`src/rtl/id_ex_stage.sv`:
```
// ID/EX pipeline register: operand select with WB bypass and XZR,
// load-use hazard detection, flush and back-end stall handling.
module id_ex_stage #(
  parameter int WIDTH = 64
) (
  input  logic             clk,
  input  logic             reset,
  input  logic             IdValid,
  input  logic [4:0]       ReadRegister1,
  input  logic [4:0]       ReadRegister2,
  input  logic             UsesRs1,
  input  logic             UsesRs2,
  input  logic [WIDTH-1:0] ReadData1,
  input  logic [WIDTH-1:0] ReadData2,
  input  logic [4:0]       DstReg,
  input  logic [WIDTH-1:0] Imm,
  input  logic [WIDTH-1:0] PCIn,
  input  logic             RegWrite,
  input  logic             MemRead,
  input  logic             MemWrite,
  input  logic             MemToReg,
  input  logic             ALUSrc,
  input  logic             SetFlags,
  input  logic [2:0]       ALUOp,
  input  logic             WBRegWrite,
  input  logic [4:0]       WBWriteRegister,
  input  logic [WIDTH-1:0] WBWriteData,
  input  logic             Flush,
  input  logic             ExtStall,
  output logic             HazardStall,
  output logic             ExValid,
  output logic [WIDTH-1:0] ExReadData1,
  output logic [WIDTH-1:0] ExReadData2,
  output logic [WIDTH-1:0] ExImm,
  output logic [WIDTH-1:0] ExPC,
  output logic [4:0]       ExRs1,
  output logic [4:0]       ExRs2,
  output logic [4:0]       ExDstReg,
  output logic             ExRegWrite,
  output logic             ExMemRead,
  output logic             ExMemWrite,
  output logic             ExMemToReg,
  output logic             ExALUSrc,
  output logic             ExSetFlags,
  output logic [2:0]       ExALUOp
);

  typedef struct packed {
    logic             valid;
    logic [WIDTH-1:0] rd1;
    logic [WIDTH-1:0] rd2;
    logic [WIDTH-1:0] imm;
    logic [WIDTH-1:0] pc;
    logic [4:0]       rs1;
    logic [4:0]       rs2;
    logic [4:0]       dst;
    logic             reg_write;
    logic             mem_read;
    logic             mem_write;
    logic             mem_to_reg;
    logic             alu_src;
    logic             set_flags;
    logic [2:0]       alu_op;
  } id_ex_t;

  id_ex_t ex_d;
  id_ex_t ex_q;

  logic [WIDTH-1:0] op1;
  logic [WIDTH-1:0] op2;
  logic             hz;
  logic             dep1;
  logic             dep2;

  // Operand select: XZR reads as zero, then same-cycle WB bypass.
  always_comb begin
    op1 = ReadData1;
    op2 = ReadData2;
    if (ReadRegister1 == 5'd31)
      op1 = '0;
    else if (WBRegWrite && WBWriteRegister == ReadRegister1)
      op1 = WBWriteData;
    if (ReadRegister2 == 5'd31)
      op2 = '0;
    else if (WBRegWrite && WBWriteRegister == ReadRegister2)
      op2 = WBWriteData;
  end

  // Load-use detection against the instruction currently in EX.
  always_comb begin
    dep1 = UsesRs1 && (ex_q.dst == ReadRegister1);
    dep2 = UsesRs2 && (ex_q.dst == ReadRegister2);
    hz = IdValid && ex_q.valid && ex_q.mem_read &&
         (ex_q.dst != 5'd31) && (dep1 || dep2);
    HazardStall = hz && !Flush && !ExtStall;
  end

  // Next EX state: flush > hold > hazard bubble > capture.
  always_comb begin
    ex_d = '0;
    if (Flush) begin
      ex_d = '0;
    end else if (ExtStall) begin
      ex_d = ex_q;
    end else if (HazardStall) begin
      ex_d = '0;
    end else begin
      ex_d.valid      = IdValid;
      ex_d.rd1        = op1;
      ex_d.rd2        = op2;
      ex_d.imm        = Imm;
      ex_d.pc         = PCIn;
      ex_d.rs1        = ReadRegister1;
      ex_d.rs2        = ReadRegister2;
      ex_d.dst        = DstReg;
      ex_d.reg_write  = IdValid && RegWrite;
      ex_d.mem_read   = IdValid && MemRead;
      ex_d.mem_write  = IdValid && MemWrite;
      ex_d.mem_to_reg = IdValid && MemToReg;
      ex_d.alu_src    = IdValid && ALUSrc;
      ex_d.set_flags  = IdValid && SetFlags;
      ex_d.alu_op     = IdValid ? ALUOp : 3'd0;
    end
  end

  // Pipeline register, cleared to a bubble by reset.
  always_ff @(posedge clk or negedge reset) begin
    if (!reset) ex_q <= '0;
    else        ex_q <= ex_d;
  end

  assign ExValid     = ex_q.valid;
  assign ExReadData1 = ex_q.rd1;
  assign ExReadData2 = ex_q.rd2;
  assign ExImm       = ex_q.imm;
  assign ExPC        = ex_q.pc;
  assign ExRs1       = ex_q.rs1;
  assign ExRs2       = ex_q.rs2;
  assign ExDstReg    = ex_q.dst;
  assign ExRegWrite  = ex_q.reg_write;
  assign ExMemRead   = ex_q.mem_read;
  assign ExMemWrite  = ex_q.mem_write;
  assign ExMemToReg  = ex_q.mem_to_reg;
  assign ExALUSrc    = ex_q.alu_src;
  assign ExSetFlags  = ex_q.set_flags;
  assign ExALUOp     = ex_q.alu_op;

endmodule

```
`config.mk`:
```
export PLATFORM = sky130hd
export DESIGN_NAME = id_ex_stage
export DESIGN_NICKNAME = d
export VERILOG_FILES = /design/src/rtl/id_ex_stage.sv
export SDC_FILE = /design/constraint.sdc
export NUM_CORES = 1
export LEC_CHECK = 0
export ABC_CLOCK_PERIOD_IN_PS = 2900
export BUFFER_PORTS_ARGS = -buffer_cell sky130_fd_sc_hd__buf_2
export CAP_MARGIN = 0
export CELL_PAD_IN_SITES_DETAIL_PLACEMENT = 0
export CELL_PAD_IN_SITES_GLOBAL_PLACEMENT = 1
export CORE_AREA = 5 5 244 246
export DETAILED_ROUTE_END_ITERATION = 10
export DIE_AREA = 0 0 249 251
export PLACE_DENSITY = 0.61
export SYNTH_ARGS = -nofsm -noshare
export SYNTH_HDL_FRONTEND = slang
export SYNTH_SLANG_ARGS = --single-unit
```
`constraint.sdc`:
```
create_clock -name clk -period 2.9 [get_ports clk]
set_clock_uncertainty 0.15 [all_clocks]
set_input_delay 0.145 -clock clk [delete_from_list [all_inputs] [get_ports clk]]
set_output_delay 0.145 -clock clk [all_outputs]
set_load 0.05 [all_outputs]
```
==> metrics.txt <==
Port Buf Inserts=about 640; vias in the first global route=between 10000 and 15000; Post-Syn Nets=1329; Initial Util=0.209; Reg clk slew, reported paths=~0.060 ns; die height=251 µm; routed via count=about 12000; LEAKAGE=around 0.010 µW; all-layer global routing usage=0.162; count of final setup violators=0; antenna violations before repair=4; syn_area_per_cell=roughly 12 µm²; Routed WL=about 55000 µm; Starting DRT DRC Count=481; worst endpoint required time=around 3.2 ns; final-layout fill cell count=~5600; biggest area consumer among synthesized cells=dfrtp_1; CP Capture Type=flip-flop; Seq/Total Area, Yosys=0.589; dpl ws=0.427 ns; top post-synthesis cells by area=dfrtp_1, mux2i_1, a22o_1, o31ai_1, nand2_1; Top FF cell, synth=dfrtp_1; Cell Pwr Density=521 mW/mm²; crit path time final=~2.8 ns; register area=0.00703 mm²; Slew Viols, Final=0; CP Capture Point=ExReadData2[39]; Synth Cell Area=0.0119 mm²; Routability Congestion=between 0.8 and 0.9; number of synthesized flops with an enable pin=0; global-route wire length before repair=approximately 80000 µm; Crit Path Max Fanout=11; Critical Path Start Type=primary input; clock latency on the worst-skew pair=between 0.5 and 0.6 ns; setup_tns=0 ns; Layout area overhead=80.6%; final net count=between 2000 and 2500; type of the worst min-delay path=primary input to flip-flop; final antenna-violating net count=0; slew margin rel.=0.508; Final Hold Fails=0; CP startpoint=ReadRegister2[2]; Cells after Synth=slightly below 1000; hpwl dp=around 37000 µm; RSZ-0062 raised after global routing=no; Max-Cap Viols=0; Synth cell types=26; routed len/inst=about 19 µm; GRT overflow=0; Max H-tree Level=2; die width=~250 µm; largest net degree at the start of global routing=144; Setup WS post-layout=around 0.1 ns; layout cells sized above 1=0.369; First-pass DRT Iterations=7; Synth warnings=0; VDD IR-drop max=0.000338 V; CTS sink count=approximately 280; post-route clock period utilization=0.965; r2r setup slk=0.47 ns; core area=0.0571 mm²; status=completed; standard-cell row count=just under 90; achievable clock frequency=roughly 360 MHz; Bufs on Longest Clock Path=3; R2R cell count=7; origin of the critical flop-to-flop path=ExDstReg[3]; min-delay src=Flush; vias per cell=approximately 4.4; reg2reg end=ExValid; area of the multi-input gates=0.00454 mm²; type of the worst setup path=primary input to flip-flop; Num CTS Buffers=34; DIE AREA=about 0.062 mm²; DRC Markers=0; Clock Tree Root=clkbuf_16; register bit count reported by yosys=around 280; Worst-Margin Slew=between 0.7 and 0.8 ns; Synth top area share=0.589; Ports=around 640; Critical Path AT=3.04 ns; CTS tree=built; async set-reset flop share out of synthesis=1.00
## cell usage in the layout, fill, tap and decap left out
| master | n |
|---|---|
| a22o_1 | 143 |
| a32oi_2 | 1 |
| and2_1 | 1 |
| and3_2 | 1 |
| and3_4 | 3 |
| buf_12 | 17 |
| buf_2 | 637 |
| buf_4 | 26 |
| buf_8 | 1 |
| bufinv_16 | 2 |
| clkbuf_1 | 4 |
| clkbuf_16 | 37 |
| clkbuf_8 | 9 |
| clkinv_2 | 8 |
| clkinv_4 | 1 |
| dfrtp_1 | 281 |
| diode_2 | 4 |
| dlygate4sd3_1 | 410 |
| mux2i_1 | 129 |
| nand2_1 | 150 |
| nand2b_1 | 2 |
| nand3_1 | 3 |
| nor2_1 | 2 |
| nor2_4 | 2 |
| nor2b_1 | 1 |
| nor2b_4 | 1 |
| nor3_1 | 1 |
| nor4_1 | 1 |
| nor4_2 | 1 |
| nor4_4 | 2 |
| o21a_4 | 1 |
| o21ai_0 | 10 |
| o21ai_1 | 1 |
| o21ai_4 | 1 |
| o31ai_1 | 128 |
| xnor2_1 | 3 |
| xnor2_2 | 1 |
| xor2_1 | 16 |
## layout make-up
| class | count | share of cell area |
|---|---|---|
| timing repair buffer | 1091 | 0.364 |
| multi-input combinational | 605 | 0.211 |
| antenna | 4 | 0.000464 |
| clock buffer | 50 | 0.0494 |
| clock inverter | 11 | 0.00505 |
| tap | 765 | 0.0444 |
| sequential | 281 | 0.326 |
## flip-flops by register name (all words and copies together) (netlist names)
| name | flops |
|---|---|
| ExImm | 64 |
| ExPC | 64 |
| ExReadData1 | 64 |
| ExReadData2 | 64 |
| ExDstReg | 5 |
| ExRs1 | 5 |
| ExRs2 | 5 |
| ExALUOp | 3 |
| ExALUSrc | 1 |
| ExMemRead | 1 |
| ExMemToReg | 1 |
| ExMemWrite | 1 |
| ExRegWrite | 1 |
| ExSetFlags | 1 |
| ExValid | 1 |
## timing repair
action,4_1_cts,5_1_grt
resized for setup,0,6
buffers inserted,0,6
hold buffers,410,0
hold endpoints to repair,360,0
endpoints found under the setup margin,0,50
## cell usage after synthesis, drive strengths merged (2+ instances only)
cell type  count
o31ai        128
xor2          16
buf           43
and3           2
xnor2          4
mux2i        129
nor2           4
nand2        150
clkbuf        45
dfrtp        281
nor2b          2
o21ai         12
nand2b         2
nor4           4
nand3          3
a22o         143
## routing by layer
metal,wire [µm],GRT usage
met4,2020,0.0621
met3,3500,0.0455
met2,27400,0.285
met5,13,0
met1,21600,0.189
## power breakdown
part	switching [µW]	total (µW)	leakage (µW)	internal (µW)
combinational	1570	2520	0.00616	951
sequential	138	4280	0.00374	4150
clock	1700	4420	0.000589	2720
## kinds of logic (layout without fill, tap and decap cells)
kind of cell | count (synthesis) | count (layout) | synth area share
AO/OA/AOI/OAI | 285 | 285 | 0.192
flip-flops | 281 | 281 | 0.589
AND/OR/NAND/NOR | 169 | 171 | 0.0564
multiplexers | 129 | 129 | 0.108
buffers and inverters | 88 | 1152 | 0.0392
XOR/XNOR | 20 | 20 | 0.0147
other | 0 | 4 | 0
## critical path, stage by stage
cell	delay [ns]
dlygate4sd3_1	0.53
buf_2	0.18
xor2_1	0.18
nor4_4	0.31
buf_4	0.19
and3_2	0.51
mux2i_1	0.31
dlygate4sd3_1	0.61
o31ai_1	0.07
## per-stage QoR
step            util  cell area (µm²)  hold WS (ns)  cells  power, µW
6_report       0.377            21600        0.0721   2807      11200
2_1_floorplan      -            11900        -0.301    972       5550
3_5_place_dp   0.282            16100        0.0805   2324       6400
3_3_place_gp   0.282            16100        0.0805   2324       6380
5_1_grt        0.377            21600         0.119   2806      11700
4_1_cts        0.375            21400        0.0610   2795      11400
## worst min path at each step
stage	end	depth (start not counted)
floorplan	ExALUOp[0]	0
global placement	ExReadData1[45]	1
detailed placement	ExReadData1[45]	1
CTS	ExMemWrite	5
global route	ExReadData2[1]	4
finish	ExReadData1[5]	4
Power figures use the tool's default switching activity.
